$ cat config.mk
export PLATFORM = sky130hd
export DESIGN_NAME = tg_injection_arbiter_flat
export DESIGN_NICKNAME = d
export VERILOG_FILES = /design/src/rtl/router_pkg.sv /design/src/rtl/tg_injection_arbiter_if.sv /design/src/rtl/rr_pick.sv /design/src/rtl/tg_injection_arbiter.sv /design/src/flat_wrapper.sv
export SDC_FILE = /design/constraint.sdc
export NUM_CORES = 1
export LEC_CHECK = 0
export BUFFER_PORTS_ARGS = -buffer_cell sky130_fd_sc_hd__buf_4
export CORE_UTILIZATION = 44
export CTS_BUF_LIST = sky130_fd_sc_hd__clkbuf_16
export DETAILED_ROUTE_END_ITERATION = 6
export PLACE_DENSITY = 0.8
export SKIP_CTS_REPAIR_TIMING = 1
export SLEW_MARGIN = 10
export SYNTH_ARGS = -nofsm -noshare
export SYNTH_HDL_FRONTEND = slang
export SYNTH_HIERARCHICAL = 1
export SYNTH_SLANG_ARGS = --single-unit
$ cat constraint.sdc
create_clock -name clk -period 2.65 [get_ports clk]
set_clock_uncertainty 0.2 [all_clocks]
set_input_delay 0.53 -clock clk [delete_from_list [all_inputs] [get_ports clk]]
set_output_delay 0.53 -clock clk [all_outputs]
set_load 0.05 [all_outputs]
$ cat src/rtl/router_pkg.sv
// Shared router types: flit format, arbiter state encoding and the bit positions in the arbiter error vector.
package router_pkg;

  localparam int FLIT_SIZE = 32;

  typedef enum logic [1:0] {
    HEAD_FLIT = 2'd0,
    BODY_FLIT = 2'd1,
    TAIL_FLIT = 2'd2,
    NONE_FLIT = 2'd3
  } FLIT_TYPE_t;

  typedef struct packed {
    logic                 valid;
    FLIT_TYPE_t           flit_type;
    logic [FLIT_SIZE-1:0] data;
  } FLIT_t;

  typedef enum logic [1:0] {
    ARB   = 2'd0,
    GRANT = 2'd1,
    FWD   = 2'd2
  } ARB_STATE_t;

  localparam int ARB_ERR_FRAME   = 0;
  localparam int ARB_ERR_STRAY   = 1;
  localparam int ARB_ERR_TIMEOUT = 2;

endpackage

$ cat src/rtl/tg_injection_arbiter_if.sv
// Generator-array / router-injection bus that is shared through tg_injection_arbiter.
interface tg_injection_arbiter_if #(
  parameter int NUM_REQ = 4
) ();

  logic [NUM_REQ-1:0]                  i_req;
  logic [NUM_REQ-1:0]                  o_grant;
  router_pkg::FLIT_t [NUM_REQ-1:0]     i_flit;
  logic                                i_out_rdy;
  router_pkg::FLIT_t                   o_flit;

  modport slave (
    input  i_req,
    input  i_flit,
    input  i_out_rdy,
    output o_grant,
    output o_flit
  );

  modport master (
    output i_req,
    output i_flit,
    output i_out_rdy,
    input  o_grant,
    input  o_flit
  );

endinterface

$ cat src/rtl/rr_pick.sv
// Combinational round-robin picker: first set request at or after ptr, searching cyclically upward.
module rr_pick #(
  parameter int N = 4
) (
  input  logic [N-1:0]         req,
  input  logic [$clog2(N)-1:0] ptr,
  output logic                 valid,
  output logic [$clog2(N)-1:0] idx
);

  localparam int W = $clog2(N);

  logic [N-1:0]   mask_d;
  logic [2*N-1:0] dbl_d;
  logic [W:0]     pos_d;

  // Lower half holds requests at/above ptr, upper half the full set for the wrap-around.
  assign mask_d = req & ({N{1'b1}} << ptr);
  assign dbl_d  = {req, mask_d};

  always_comb begin
    pos_d = '0;
    for (int i = 2*N-1; i >= 0; i--) begin
      if (dbl_d[i]) pos_d = (W+1)'(i);
    end
  end

  assign valid = |req;
  assign idx   = (pos_d >= (W+1)'(N)) ? W'(pos_d - (W+1)'(N)) : W'(pos_d);

endmodule

$ cat src/rtl/tg_injection_arbiter.sv
// Packet-atomic round-robin arbiter sharing one router injection port among NUM_REQ traffic generators.
// Optional idle watchdog while locked: define TG_INJ_ARB_WATCHDOG_EN.
module tg_injection_arbiter import router_pkg::*; #(
  parameter int NUM_REQ        = 4,
  parameter int TIMEOUT_CYCLES = 64
) (
  input  logic                       clk,
  input  logic                       reset_n,
  tg_injection_arbiter_if.slave      bus,
  output logic                       o_busy,
  output logic [$clog2(NUM_REQ)-1:0] o_owner,
  output logic [15:0]                o_pkt_count,
  output logic [2:0]                 o_err
);

  localparam int IW = $clog2(NUM_REQ);

  ARB_STATE_t         state_q;
  logic [NUM_REQ-1:0] grant_q;
  FLIT_t              flit_q;
  logic               busy_q;
  logic [IW-1:0]      owner_q;
  logic [IW-1:0]      rr_ptr_q;
  logic [15:0]        pkt_cnt_q;
  logic [2:0]         err_q;
  logic               first_seen_q;

  logic               pick_valid_d;
  logic [IW-1:0]      pick_idx_d;
  FLIT_t              own_flit_d;
  logic [IW-1:0]      next_ptr_d;
  logic [NUM_REQ-1:0] stray_vec_d;
  logic               wd_fire_d;

  rr_pick #(.N(NUM_REQ)) u_rr_pick (
    .req   (bus.i_req),
    .ptr   (rr_ptr_q),
    .valid (pick_valid_d),
    .idx   (pick_idx_d)
  );

  assign own_flit_d = bus.i_flit[owner_q];
  assign next_ptr_d = (owner_q == IW'(NUM_REQ-1)) ? '0 : owner_q + 1'b1;

  // During GRANT even the new owner's flits are premature, so every valid flit is stray.
  for (genvar gi = 0; gi < NUM_REQ; gi++) begin : g_stray
    assign stray_vec_d[gi] = bus.i_flit[gi].valid &&
                             ((state_q == GRANT) || (owner_q != IW'(gi)));
  end

`ifdef TG_INJ_ARB_WATCHDOG_EN
  localparam int WW = $clog2(TIMEOUT_CYCLES) + 1;
  logic [WW-1:0] wd_cnt_q;

  assign wd_fire_d = (state_q == FWD) && !own_flit_d.valid &&
                     (wd_cnt_q + 1'b1 == WW'(TIMEOUT_CYCLES));

  always_ff @(posedge clk or negedge reset_n) begin
    if (!reset_n) begin
      wd_cnt_q <= '0;
    end else if ((state_q != FWD) || own_flit_d.valid || wd_fire_d) begin
      wd_cnt_q <= '0;
    end else begin
      wd_cnt_q <= wd_cnt_q + 1'b1;
    end
  end
`else
  assign wd_fire_d = 1'b0;
  if (TIMEOUT_CYCLES < 1) begin : g_timeout_range
  end
`endif

  always_ff @(posedge clk or negedge reset_n) begin
    if (!reset_n) begin
      state_q      <= ARB;
      grant_q      <= '0;
      flit_q       <= '0;
      busy_q       <= 1'b0;
      owner_q      <= '0;
      rr_ptr_q     <= '0;
      pkt_cnt_q    <= '0;
      err_q        <= '0;
      first_seen_q <= 1'b0;
    end else begin
      if (|stray_vec_d) err_q[ARB_ERR_STRAY] <= 1'b1;
      case (state_q)
        ARB: begin
          flit_q <= '0;
          if (bus.i_out_rdy && pick_valid_d) begin
            grant_q <= NUM_REQ'(1) << pick_idx_d;
            owner_q <= pick_idx_d;
            busy_q  <= 1'b1;
            state_q <= GRANT;
          end
        end
        GRANT: begin
          flit_q       <= '0;
          first_seen_q <= 1'b0;
          state_q      <= FWD;
        end
        FWD: begin
          if (own_flit_d.valid) begin
            flit_q       <= own_flit_d;
            first_seen_q <= 1'b1;
            if (!first_seen_q && (own_flit_d.flit_type != HEAD_FLIT))
              err_q[ARB_ERR_FRAME] <= 1'b1;
            if (own_flit_d.flit_type == TAIL_FLIT) begin
              grant_q   <= '0;
              rr_ptr_q  <= next_ptr_d;
              pkt_cnt_q <= pkt_cnt_q + 16'd1;
              busy_q    <= 1'b0;
              state_q   <= ARB;
            end
          end else begin
            flit_q <= '0;
            if (wd_fire_d) begin
              err_q[ARB_ERR_TIMEOUT] <= 1'b1;
              grant_q  <= '0;
              rr_ptr_q <= next_ptr_d;
              busy_q   <= 1'b0;
              state_q  <= ARB;
            end
          end
        end
        default: state_q <= ARB;
      endcase
    end
  end

  assign bus.o_grant = grant_q;
  assign bus.o_flit  = flit_q;
  assign o_busy      = busy_q;
  assign o_owner     = owner_q;
  assign o_pkt_count = pkt_cnt_q;
  assign o_err       = err_q;

endmodule

$ cat src/flat_wrapper.sv
// flat-port wrapper written by rule: the top's interface ports become plain ports
module tg_injection_arbiter_flat import router_pkg::*;
#(
  parameter int NUM_REQ        = 4,
  parameter int TIMEOUT_CYCLES = 64
)
  (clk, reset_n, o_busy, o_owner, o_pkt_count, o_err, bus_i_req, bus_i_flit, bus_i_out_rdy, bus_o_grant, bus_o_flit);
  tg_injection_arbiter_if #(.NUM_REQ(NUM_REQ)) bus_i ();
  input  logic clk;
  input  logic reset_n;
  output logic o_busy;
  output logic [$clog2(NUM_REQ)-1:0] o_owner;
  output logic [15:0] o_pkt_count;
  output logic [2:0] o_err;
  input wire logic [$bits(bus_i.i_req)-1:0] bus_i_req;
  input wire logic [$bits(bus_i.i_flit)-1:0] bus_i_flit;
  input wire logic [$bits(bus_i.i_out_rdy)-1:0] bus_i_out_rdy;
  output wire logic [$bits(bus_i.o_grant)-1:0] bus_o_grant;
  output wire logic [$bits(bus_i.o_flit)-1:0] bus_o_flit;
  assign bus_i.i_req = bus_i_req;
  assign bus_i.i_flit = bus_i_flit;
  assign bus_i.i_out_rdy = bus_i_out_rdy;
  assign bus_o_grant = bus_i.o_grant;
  assign bus_o_flit = bus_i.o_flit;
  tg_injection_arbiter #(.NUM_REQ(NUM_REQ), .TIMEOUT_CYCLES(TIMEOUT_CYCLES)) u_core (.clk(clk), .reset_n(reset_n), .bus(bus_i), .o_busy(o_busy), .o_owner(o_owner), .o_pkt_count(o_pkt_count), .o_err(o_err));
endmodule
==> impl_metrics.csv <==
group,metric,value,unit
global_routing,grt_usage,26.7,%
worst_setup_path,crit_buf_inv,1,
outcome,status,"completed",
logic_synthesis,synth.avg_cell_area,13.4,um2
timing,setup_viol,0,
timing,setup_tns,0,ps
timing,setup_ws,200,ps
layout,seq_area,0.00163,mm2
layout,multi_input_area,0.00184,mm2
timing,hold_viol,0,
worst_setup_path,crit_chain,"mux4_2, nand2b_1, buf_4, nor4_1, xor2_1",
timing,fmax,0.408,GHz
logic_synthesis,synthArstFlopShare,100,%
cts,clock_latency,320,ps
cts,cts_tree,"yes",
layout,num_antenna_cells,0,
timing,finalCritPeriodShare,92.5,%
logic_synthesis,synthCells,269,
pwr,power_frac_seq,27.4,%
worst_setup_path,cp_max_fo,11,
cts,clock_sinks,65,
logic_synthesis,ys_warn_count,6,
logic_synthesis,synth_cell_types,43,
logic_synthesis,ys_seq_area_share,45.1,%
placed_design,placed_area,0.00525,mm2
layout,final_cell_mix,"buf_4 (213), dfrtp_1 (64), a22o_1 (35), mux4_2 (34)",
logic_synthesis,ys_ff_latch,65,
worst_setup_path,required,2690,ps
worst_setup_path,reg2reg_from,"u_core/o_owner[0]$_DFFE_PN0P_",
worst_setup_path,critPathKind,"flop to flop",
hold_path,hold_path_class,"input port to async pin",
worst_setup_path,path_depth,5,
timing,worst_pin_slew,813,ps
route,vias,3286,
route,routed_via_density,5.69,
cts,numCtsBuffers,9,
layout,n_fill_cell,594,
logic_synthesis,synth_edf_count,0,
logic_synthesis,ys.flop_type,"dfrtp_1",
die,core_area,0.00785,mm2
placed_design,portBuffers,206,
die,die_w,92.5,um
layout,drive_gt1_share,56.7,%
pwr,ir_worst_vdd,0.000496,V
global_routing,overflow,0,
logic_synthesis,yosys.area.top_type_share,45.1,%
worst_setup_path,timing.reg2reg.setup_slack,200,ps
pwr,leakage,2.73,nW
global_routing,grt_pass1_wl,17.2,mm
route,drc,0,
worst_setup_path,worst_path_largest_cell_delay,560,ps
global_routing,antenna_found_initial,0,
pwr,p_switching,2.40,mW
worst_setup_path,worstPathArrival,2490,ps
global_routing,grt_start_max_net_pins,66,
logic_synthesis,syn_nets,421,
logic_synthesis,synthTopCellsByArea,"dfrtp_1 (45%), mux4_2 (21%), a22o_1 (8.5%)",
route,wl_per_cell,19.6,um
pwr,combPwrFrac,54.5,%
worst_setup_path,timing.rr.end,"u_core/o_pkt_count[5]$_DFFE_PN0P_",
layout,num-nets-final,625,
pwr,power_frac_clock,18.1,%
die,die-area,0.00856,mm2
worst_setup_path,crit_slowest_cell,"mux4_2",
pwr,p_int,3.04,mW
route,finalWirelength,11.4,mm
cts,clk_pin_slew,50,ps
die,die_y,92.5,um
timing,max-slew-margin-rel,45.8,%
die,start_util,46.0,%
worst_setup_path,rr_worst_depth,5,
worst_setup_path,critPathLaunchType,"flop",
logic_synthesis,syn_area,0.00361,mm2
die,fp-row-count,32,
timing,rsz0062_at_grt,"false",
timing,final_max_slew_viol_count,0,
worst_setup_path,end_kind,"flop",
placed_design,dpl_worst_slack,57.5,ps
cts,ctsRootBufferMaster,"clkbuf_16",
layout,synthToLayoutAreaGrowth,52.3,%
pwr,powerDensity,990,mW/mm2
global_routing,grt_pass1_vias,3331,
route,ant_nets,0,
logic_synthesis,yosysTopAreaCell,"dfrtp_1",
layout,finalInstanceArea,0.00549,mm2
pwr,swShare,44.1,%
placed_design,dp_hpwl,8.66,mm
worst_setup_path,path_delay_family,"simple AND/OR/NAND/NOR gates",
timing,min_period,2450,ps
die,pin_count,208,
cts,htree_levels,3,
cts,clockBufferDepth,2,
route,drt_iter0_drc,117,
route,drtPass1Iterations,4,
placed_design,gp_congestion,0.793,
run,maxCapViolations,0,
layout,final_common_cell,"buf_4",
timing,holdWs,104,ps
-- metrics by stage --
step | utilization, % | power [mW] | std cells
2_1_floorplan | - | 3.53 | 269
3_3_place_gp | 66.9 | 4.40 | 564
3_5_place_dp | 66.9 | 4.46 | 564
4_1_cts | 70.0 | 5.47 | 578
5_1_grt | 70.0 | 5.69 | 578
6_report | 70.0 | 5.44 | 578
-- worst max-delay path by stage --
stage                                              from                                end  slack [ps]
final                     u_core/o_owner[0]$_DFFE_PN0P_  u_core/o_pkt_count[5]$_DFFE_PN0P_         200
after global placement                  bus_i_flit[137]  u_core/o_pkt_count[5]$_DFFE_PN0P_         100
after floorplan           u_core/o_owner[0]$_DFFE_PN0P_  u_core/bus.o_flit[21]$_DFFE_PN0P_         140
after global routing      u_core/o_owner[0]$_DFFE_PN0P_  u_core/o_pkt_count[5]$_DFFE_PN0P_         100
after detailed placement                bus_i_flit[137]  u_core/o_pkt_count[5]$_DFFE_PN0P_          60
after CTS                 u_core/o_owner[0]$_DFFE_PN0P_  u_core/o_pkt_count[5]$_DFFE_PN0P_         220
-- power by group through the flow --
stage / Sequential [mW] / Combinational [mW] / Clock, mW
2_1_floorplan: 2.28 / 1.25 / 0
3_3_place_gp: 1.49 / 2.92 / 0
3_5_place_dp: 1.49 / 2.96 / 0
4_1_cts: 1.49 / 2.98 / 1.00
5_1_grt: 1.53 / 3.12 / 1.04
6_report: 1.49 / 2.97 / 0.985
-- registers in the layout, summed over array words and instances (netlist names) --
name,cells
u_core/rr_ptr_q,2
u_core/o_pkt_count,16
u_core/state_q,2
u_core/first_seen_q,1
u_core/o_busy,1
u_core/o_err,2
u_core/bus.o_flit,35
u_core/bus.o_grant,4
u_core/o_owner,2
-- cells in the mapped netlist, types with 3 or more instances --
library cell,instances
nor2_1,3
nor4_1,5
o21ai_0,6
buf_2,3
a22o_1,35
buf_4,3
nand2_1,14
inv_1,10
nand2b_1,5
nor3b_1,3
mux4_2,34
nor4_2,4
dfrtp_1,65
buf_1,4
mux2_2,3
xor2_1,14
clkbuf_1,9
a22oi_1,3
nand3_1,9
ha_1,5
-- logic make-up after synthesis --
group | synth area share, %
flip-flops | 45.1
AO/OA/AOI/OAI | 12.9
AND/OR/NAND/NOR | 9.95
multiplexers | 22.4
buffers and inverters | 4.16
XOR/XNOR | 3.64
adder cells (fa/ha/maj) | 1.73
other | 0.104
-- final cells by class --
type / count / share of cell area [%]
Sequential cell: 65 / 29.6
Timing Repair Buffer: 214 / 29.5
Clock buffer: 9 / 4.10
Multi-Input combinational cell: 173 / 33.4
Inverter: 10 / 0.683
Clock inverter: 5 / 0.364
Tap cell: 102 / 2.32
-- worst reg2reg max path: cells and delay by family (launching register included) --
kind,cells,cell delay [ps]
simple gates,2,730
mux,1,570
flops,1,410
buf+inv,1,290
xor+xnor,1,180
-- layer usage --
layer,wire length (um),global-route usage [%]
met3,893,6.65
met1,4280,33.4
met2,5910,45.4
met5,0,0
met4,267,8.85
Power figures use the tool's default switching activity.
